<file path="config.mk">
export PLATFORM = sky130hd
export DESIGN_NAME = menu_ctrl
export DESIGN_NICKNAME = d
export VERILOG_FILES = /design/src/rtl/menu_ctrl_pkg.sv /design/src/rtl/menu_ctrl_btn_debounce.sv /design/src/rtl/menu_ctrl.sv
export SDC_FILE = /design/constraint.sdc
export NUM_CORES = 1
export LEC_CHECK = 0
export ABC_AREA = 1
export CAP_MARGIN = 40
export CORE_MARGIN = 4
export CORE_UTILIZATION = 55
export DETAILED_ROUTE_END_ITERATION = 8
export GPL_ROUTABILITY_DRIVEN = 0
export HOLD_SLACK_MARGIN = 0.1
export PLACE_DENSITY = 0.78
export SLEW_MARGIN = 40
export SYNTH_ARGS = -nofsm -noshare
export SYNTH_HDL_FRONTEND = slang
export SYNTH_SLANG_ARGS = --single-unit
</file>
<file path="constraint.sdc">
create_clock -name clk -period 2.65 [get_ports clk]
set_input_delay 0.265 -clock clk [delete_from_list [all_inputs] [get_ports clk]]
set_output_delay 0.265 -clock clk [all_outputs]
set_load 0.01 [all_outputs]
</file>
<file path="src/rtl/menu_ctrl_pkg.sv">
// Shared definitions for the game menu controller: FSM state encoding,
// mode count/width and the wrap-around mode step helper.
package menu_ctrl_pkg;

  localparam int NUM_MODES = 8;
  // Width of the mode field (3 bits for 8 modes).
  localparam int MODE_W = $clog2(NUM_MODES);

  typedef enum logic [1:0] {
    MENU = 2'd0,
    PLAY = 2'd1,
    OVER = 2'd2
  } state_t;

  // Step the mode one position up or down.  Relies on the natural wrap of
  // the MODE_W-bit field (7 + 1 -> 0, 0 - 1 -> 7).
  function automatic logic [MODE_W-1:0] mode_step(input logic [MODE_W-1:0] i_mode,
                                                  input logic i_up);
    logic [MODE_W-1:0] v_next;
    if (i_up) begin
      v_next = i_mode + MODE_W'(1);
    end else begin
      v_next = i_mode - MODE_W'(1);
    end
    return v_next;
  endfunction

endpackage

</file>
<file path="src/rtl/menu_ctrl_btn_debounce.sv">
// btn_debounce: 2-flop synchronizer, stability counter and rising-edge press
// event for one raw mechanical button.  The debounced level only follows the
// synchronized input after DEB_CYCLES consecutive samples that differ from
// the current level; any sample equal to the current level restarts the count.
module btn_debounce #(
  parameter int DEB_CYCLES = 1000000
) (
  input  logic clk,
  input  logic reset,
  input  logic i_btn,
  output logic o_level,
  output logic o_press
);

  localparam int CNT_W = (DEB_CYCLES > 1) ? $clog2(DEB_CYCLES) : 1;
  localparam logic [CNT_W-1:0] CNT_LAST = CNT_W'(DEB_CYCLES - 1);

  logic             r_sync1;
  logic             r_sync2;
  logic             r_level;
  logic             r_press;
  logic [CNT_W-1:0] r_cnt;
  logic             w_differ;
  logic             w_flip;

  // Bring the asynchronous button into the clock domain.
  always_ff @(posedge clk) begin
    if (reset) begin
      r_sync1 <= 1'b0;
      r_sync2 <= 1'b0;
    end else begin
      r_sync1 <= i_btn;
      r_sync2 <= r_sync1;
    end
  end

  // Decide whether this sample completes a stable run of opposite samples.
  always_comb begin
    w_differ = (r_sync2 != r_level);
    w_flip   = w_differ && (r_cnt == CNT_LAST);
  end

  // Count stable samples, update the debounced level and flag 0->1 flips.
  always_ff @(posedge clk) begin
    if (reset) begin
      r_cnt   <= '0;
      r_level <= 1'b0;
      r_press <= 1'b0;
    end else if (!w_differ) begin
      r_cnt   <= '0;
      r_press <= 1'b0;
    end else if (w_flip) begin
      r_cnt   <= '0;
      r_level <= r_sync2;
      r_press <= r_sync2;
    end else begin
      r_cnt   <= r_cnt + CNT_W'(1);
      r_press <= 1'b0;
    end
  end

  assign o_level = r_level;
  assign o_press = r_press;

endmodule

</file>
<file path="src/rtl/menu_ctrl.sv">
// menu_ctrl: game menu controller.  Three debounced buttons move through
// the MENU -> PLAY -> OVER -> MENU cycle and pick one of eight game modes.
// Optional feature macro: MENU_AUTOREPEAT_EN -- when defined, holding up or
// down in MENU repeats the step every REPEAT_CYCLES; when undefined each
// press gives exactly one step and no repeat timers exist.
module menu_ctrl
  import menu_ctrl_pkg::*;
#(
  parameter int DEB_CYCLES    = 1000000,
  parameter int REPEAT_CYCLES = 25000000
) (
  input  logic              clk,
  input  logic              reset,
  input  logic              btn_up,
  input  logic              btn_down,
  input  logic              btn_sel,
  input  logic              game_over,
  output logic [MODE_W-1:0] mode,
  output logic              in_menu,
  output logic              playing,
  output logic              game_start
);

  logic w_up_lvl;
  logic w_up_press;
  logic w_dn_lvl;
  logic w_dn_press;
  logic w_sel_lvl;
  logic w_sel_press;
  logic w_up_evt;
  logic w_dn_evt;
  logic w_unused;

  state_t            r_state;
  state_t            w_state_nxt;
  logic [MODE_W-1:0] r_mode;
  logic [MODE_W-1:0] w_mode_nxt;
  logic              r_in_menu;
  logic              r_playing;
  logic              r_game_start;
  logic              w_start_nxt;

  btn_debounce #(.DEB_CYCLES(DEB_CYCLES)) u_deb_up (
    .clk     (clk),
    .reset   (reset),
    .i_btn   (btn_up),
    .o_level (w_up_lvl),
    .o_press (w_up_press)
  );

  btn_debounce #(.DEB_CYCLES(DEB_CYCLES)) u_deb_down (
    .clk     (clk),
    .reset   (reset),
    .i_btn   (btn_down),
    .o_level (w_dn_lvl),
    .o_press (w_dn_press)
  );

  btn_debounce #(.DEB_CYCLES(DEB_CYCLES)) u_deb_sel (
    .clk     (clk),
    .reset   (reset),
    .i_btn   (btn_sel),
    .o_level (w_sel_lvl),
    .o_press (w_sel_press)
  );

`ifdef MENU_AUTOREPEAT_EN
  localparam int REP_W = (REPEAT_CYCLES > 1) ? $clog2(REPEAT_CYCLES) : 1;
  localparam logic [REP_W-1:0] REP_LAST = REP_W'(REPEAT_CYCLES - 1);

  logic [REP_W-1:0] r_rep_cnt_up;
  logic [REP_W-1:0] r_rep_cnt_dn;
  logic             r_rep_up;
  logic             r_rep_dn;

  // Repeat timers run only while a button is held in MENU; the press cycle
  // is count 0, so repeats land exactly REPEAT_CYCLES apart.
  always_ff @(posedge clk) begin
    if (reset) begin
      r_rep_cnt_up <= '0;
      r_rep_cnt_dn <= '0;
      r_rep_up     <= 1'b0;
      r_rep_dn     <= 1'b0;
    end else begin
      if (w_up_lvl && (r_state == MENU)) begin
        if (r_rep_cnt_up == REP_LAST) begin
          r_rep_cnt_up <= '0;
          r_rep_up     <= 1'b1;
        end else begin
          r_rep_cnt_up <= r_rep_cnt_up + REP_W'(1);
          r_rep_up     <= 1'b0;
        end
      end else begin
        r_rep_cnt_up <= '0;
        r_rep_up     <= 1'b0;
      end
      if (w_dn_lvl && (r_state == MENU)) begin
        if (r_rep_cnt_dn == REP_LAST) begin
          r_rep_cnt_dn <= '0;
          r_rep_dn     <= 1'b1;
        end else begin
          r_rep_cnt_dn <= r_rep_cnt_dn + REP_W'(1);
          r_rep_dn     <= 1'b0;
        end
      end else begin
        r_rep_cnt_dn <= '0;
        r_rep_dn     <= 1'b0;
      end
    end
  end

  // Merge initial presses with repeat pulses.
  always_comb begin
    w_up_evt = w_up_press | r_rep_up;
    w_dn_evt = w_dn_press | r_rep_dn;
    w_unused = &{1'b0, w_sel_lvl};
  end
`else
  // One event per press; the held levels are not needed.
  always_comb begin
    w_up_evt = w_up_press;
    w_dn_evt = w_dn_press;
    w_unused = &{1'b0, w_sel_lvl, w_up_lvl, w_dn_lvl, (REPEAT_CYCLES > 0)};
  end
`endif

  // Next-state, next-mode and start-pulse decode; sel wins over up/down.
  always_comb begin
    w_state_nxt = r_state;
    w_mode_nxt  = r_mode;
    w_start_nxt = 1'b0;
    case (r_state)
      MENU: begin
        if (w_sel_press) begin
          w_state_nxt = PLAY;
          w_start_nxt = 1'b1;
        end else if (w_up_evt && !w_dn_evt) begin
          w_mode_nxt = mode_step(r_mode, 1'b1);
        end else if (w_dn_evt && !w_up_evt) begin
          w_mode_nxt = mode_step(r_mode, 1'b0);
        end else begin
          w_mode_nxt = r_mode;
        end
      end
      PLAY: begin
        if (game_over) begin
          w_state_nxt = OVER;
        end else begin
          w_state_nxt = PLAY;
        end
      end
      OVER: begin
        if (w_sel_press) begin
          w_state_nxt = MENU;
        end else begin
          w_state_nxt = OVER;
        end
      end
      default: begin
        w_state_nxt = MENU;
      end
    endcase
  end

  // State and registered outputs; in_menu/playing decode the next state so
  // they always match the state register and are mutually exclusive.
  always_ff @(posedge clk) begin
    if (reset) begin
      r_state      <= MENU;
      r_mode       <= '0;
      r_in_menu    <= 1'b1;
      r_playing    <= 1'b0;
      r_game_start <= 1'b0;
    end else begin
      r_state      <= w_state_nxt;
      r_mode       <= w_mode_nxt;
      r_in_menu    <= (w_state_nxt == MENU);
      r_playing    <= (w_state_nxt == PLAY);
      r_game_start <= w_start_nxt;
    end
  end

  assign mode       = r_mode;
  assign in_menu    = r_in_menu;
  assign playing    = r_playing;
  assign game_start = r_game_start;

endmodule

</file>
==> flow_summary.rst <==
.. list-table::
   :header-rows: 1

   * - Metric
     - Value
   * - Ranking of synthesized cells by area
     - sky130_fd_sc_hd__dfxtp_1, sky130_fd_sc_hd__nor2_1, sky130_fd_sc_hd__nand2_1
   * - Cell area after synthesis
     - around 3800 sq um
   * - Reported leakage power
     - 1.34 nW
   * - Multi-input gate area
     - 1960 sq um
   * - Resized Gates After CTS
     - 0
   * - Die outline area
     - 8400 sq um
   * - Antenna violations before repair
     - 0
   * - Highest-delay cell along the critical path
     - sky130_fd_sc_hd__nand3_1
   * - FF-to-FF path depth
     - 6
   * - Worst slew margin relative to its limit
     - 47.1%
   * - Async S/R FF share, synth
     - 0%
   * - Setup crit end kind
     - flop
   * - Fin. Hold Viols
     - 0
   * - Run status
     - finished, final reports clean
   * - Register Area
     - 1600 sq um
   * - Post-DP HPWL
     - ~5400 um
   * - Number of unique standard cell types used by synthesis
     - 28
   * - Final number of max-transition violations
     - 0
   * - Max-capacitance violation count
     - 0
   * - Area growth from synthesis to layout
     - 10.4%
   * - Number of nets in the layout
     - 591
   * - Total power
     - 2.15 mW
   * - Number of levels the H-tree was split into
     - 3
   * - Placement Setup Slack
     - just under 0.7 ns
   * - Share of layout cells above drive strength 1
     - ~5.5%
   * - Register clock-pin slew on the reported worst setup and hold paths
     - 0.08 ns
   * - Effective utilization at floorplan
     - between 50% and 60%
   * - Slew at the pin closest to its max-slew limit
     - approximately 0.79 ns
   * - Dominant delay contributor by cell family on the critical path
     - simple AND/OR/NAND/NOR gates
   * - Setup violators final
     - 0
   * - Count of cell instances traversed by the critical path
     - 6
   * - Most used DFF post-synth
     - sky130_fd_sc_hd__dfxtp_1
   * - WP data arrival
     - around 2.2 ns
   * - Sequential area share after synthesis
     - 41.6%
   * - Worst Path Buf+Inv
     - 0
   * - Number of flops mapped to enable cells by yosys
     - 0
   * - Number of input and output port buffers inserted
     - 11
   * - Antenna cell count
     - 0
   * - Syn_nets
     - about 580
   * - Most frequent cell on the critical path
     - sky130_fd_sc_hd__nand3_1
   * - Cell chosen for the clock root
     - sky130_fd_sc_hd__clkbuf_8
   * - Number of storage elements in the synthesis netlist
     - 80
   * - Minimum setup slack among reg-to-reg paths
     - 0.74 ns
   * - Synthesized instance count
     - 564
   * - Post-CTS Setup Repair Bufs
     - 0
   * - Startpoint type of the worst setup path
     - flop
   * - Non-Filler Cell Area, Final
     - 4250 sq um
   * - Vias after detailed routing
     - approximately 3400
   * - Global routing usage summed across all routing layers
     - 18.6%
   * - Setup TNS
     - 0 ns
   * - Switching power as a share of total power
     - 21.7%
   * - Skew-Pair Late Insertion Delay
     - 0.35 ns
   * - Hold/Removal Path Class
     - flop to flop
   * - Synth Area per Inst
     - 6.82 sq um
   * - Wire length of the first global-routing pass
     - 13000 um
   * - Delay of the slowest cell on the worst path
     - 0.54 ns
   * - Critical path peak fanout
     - 20
   * - Comb power frac
     - 1.4%
   * - Maximum number of pins on one net before global-route repair
     - 21
   * - Worst Slack Setup Final
     - 0.737 ns
   * - Fraction of power consumed by the clock network
     - between 40% and 50%
   * - Quantity of hold-fixing buffers added after cts
     - 0
   * - TritonRoute pass-1 iters
     - 6
   * - Crit share post-route
     - 72.2%
   * - Cell type contributing the most total cell area after synthesis
     - sky130_fd_sc_hd__dfxtp_1
   * - DRC violation count after routing
     - 0
   * - Placement Rows
     - 30
   * - Vertical die dimension
     - ~92 um
   * - Most common cell in the synthesized netlist
     - sky130_fd_sc_hd__nor2_1
   * - Internal power of the cells
     - 1.69 mW
   * - Power density normalized to cell area
     - 507 nW/um^2
   * - CTS tree
     - built
   * - VDD IR-drop max
     - 0.000366 V
   * - Switching power of the nets
     - 469 uW
   * - Vias per inst
     - approximately 5.0
   * - Kind of critical path
     - flop to flop
   * - Number of buffers created by CTS
     - 9
   * - Fin Clk Skew
     - 0.0112 ns
   * - RSZ-0062 raised after global routing
     - false
   * - Number of buffers on the longest clock path
     - 2
   * - Number of fill cells in the layout
     - ~600
   * - Min-Delay Path Depth
     - 2
   * - Post-DR wirelength/cell
     - 10.9 um
   * - Ports placed on the boundary
     - 12
   * - Total wire length
     - 7400 um
   * - Die Wd
     - 91.7 um
   * - Via count of the first global-routing pass
     - roughly 3100
   * - Portion of synthesized cell area occupied by the leading cell type
     - between 40% and 50%
   * - Reg power frac
     - 56.1%
   * - Antenna Violating Nets Remaining
     - 0
   * - Post-Place Cell Area
     - 4040 sq um
   * - Number of sinks on the clock net
     - 80
   * - Final critical delay including setup and external delays
     - 1.91 ns
   * - Number of synthesis warnings
     - 0
   * - Critical path required time
     - 2.91 ns
   * - Worst path cell trace
     - ha_1 > nand3_1 > nor2_1 > nand3_1 > nand3_1 > a21oi_1
   * - Detailed Route Iter0 Violations
     - 235
   * - Core occupancy in the finished layout
     - 62.5%
   * - Core outline area
     - 6790 sq um
   * - Most frequent cells after synthesis
     - sky130_fd_sc_hd__nor2_1, sky130_fd_sc_hd__nand2_1, sky130_fd_sc_hd__dfxtp_1
   * - Remaining global-route overflow
     - 0
   * - Maximum clock frequency
     - 523 MHz
==> final cells by class <==
cell class / count / share of cell area, %
Inverter: 64 / 5.66
Clock inverter: 5 / 1.50
Timing Repair Buffer: 12 / 2.77
Sequential cell: 80 / 37.7
Multi-Input combinational cell: 413 / 46.2
Clock buffer: 11 / 3.33
Tap cell: 96 / 2.83
==> final timing paths <==
path / start / to
min reg2reg: u_deb_down.r_sync1$_SDFF_PP0_ / u_deb_down.r_sync2$_SDFF_PP0_
max: u_deb_up.r_cnt[0]$_SDFF_PP0_ / u_deb_up.r_cnt[14]$_SDFF_PP0_
min: u_deb_down.r_sync1$_SDFF_PP0_ / u_deb_down.r_sync2$_SDFF_PP0_
max reg2reg: u_deb_up.r_cnt[0]$_SDFF_PP0_ / u_deb_up.r_cnt[14]$_SDFF_PP0_
==> power groups by stage <==
stage | registers [mW] | logic (mW) | clock network (mW)
after CTS | 1.21 | 0.0307 | 0.943
after detailed placement | 1.24 | 0.0307 | 0
after global routing | 1.21 | 0.0342 | 0.990
final | 1.21 | 0.0303 | 0.915
after global placement | 1.24 | 0.0300 | 0
after floorplan | 1.24 | 0.0193 | 0
==> layer usage <==
layer  track usage (%)  up-vias  part of all wire [%]
li1                  -     1788                     -
met1              23.3     1521                    46
met2              30.6       89                    47
met3              3.77       17                   4.7
met4              8.54        0                   2.0
met5                 0        -                     0
==> registers in the layout (all words and copies together) (netlist names) <==
name / cells
u_deb_up.o_press: 1
u_deb_up.r_sync2: 1
u_deb_down.o_level: 1
u_deb_sel.r_cnt: 20
game_start: 1
u_deb_sel.o_press: 1
u_deb_down.r_sync2: 1
u_deb_sel.o_level: 1
u_deb_down.r_sync1: 1
in_menu: 1
mode: 3
u_deb_up.o_level: 1
u_deb_sel.r_sync1: 1
u_deb_sel.r_sync2: 1
u_deb_down.o_press: 1
r_state: 2
u_deb_up.r_sync1: 1
u_deb_down.r_cnt: 20
playing: 1
u_deb_up.r_cnt: 20
==> tightest hold or removal path: cells and delay by family, from the launching register on <==
family                 cells  cell delay (ns)
buffers and inverters      1             0.04
DFF                        1             0.31
and+or+nand+nor            1             0.03
==> layout by cell type (no fill, tap or decap) <==
cell                                n
sky130_fd_sc_hd__o21bai_1           1
sky130_fd_sc_hd__nand3_2            3
sky130_fd_sc_hd__clkinv_4           2
sky130_fd_sc_hd__o21ai_0            8
sky130_fd_sc_hd__or2_0              2
sky130_fd_sc_hd__xor2_1            18
sky130_fd_sc_hd__nor2_4             1
sky130_fd_sc_hd__bufinv_16          1
sky130_fd_sc_hd__nand4_1            8
sky130_fd_sc_hd__nor2_1           140
sky130_fd_sc_hd__nand2_2            2
sky130_fd_sc_hd__inv_6              1
sky130_fd_sc_hd__nand3b_1           2
sky130_fd_sc_hd__inv_2              1
sky130_fd_sc_hd__xnor2_1           15
sky130_fd_sc_hd__a21oi_1           25
sky130_fd_sc_hd__clkinv_1           2
sky130_fd_sc_hd__nand2_1          123
sky130_fd_sc_hd__nor3_1             7
sky130_fd_sc_hd__clkdlybuf4s50_1   11
sky130_fd_sc_hd__clkbuf_8          10
sky130_fd_sc_hd__nor2_2             6
sky130_fd_sc_hd__inv_1             61
sky130_fd_sc_hd__clkbuf_1           1
sky130_fd_sc_hd__o21ai_1            1
sky130_fd_sc_hd__buf_4              1
sky130_fd_sc_hd__dfxtp_1           80
sky130_fd_sc_hd__or2_2              3
sky130_fd_sc_hd__ha_1               4
sky130_fd_sc_hd__o22ai_1            1
sky130_fd_sc_hd__clkinvlp_4         1
sky130_fd_sc_hd__nand3_1           42
sky130_fd_sc_hd__fa_1               1
==> kinds of logic (layout without fill, tap and decap cells) <==
group	after synthesis	in the layout	share of synthesized area, %
buffers and inverters	71	92	7.38
AO/OA/AOI/OAI	36	36	4.78
flip-flops	80	80	41.6
adder cells (fa/ha/maj)	5	5	1.82
AND/OR/NAND/NOR	339	339	36.9
XOR/XNOR	33	33	7.51
==> per-stage QoR <==
step / hold slack (ns) / instances
final: 0.409 / 681
after global placement: 0.391 / 665
after global routing: 0.412 / 681
after floorplan: 0.342 / 564
after CTS: 0.398 / 681
after detailed placement: 0.402 / 665
(Power assumes the default switching activity.)
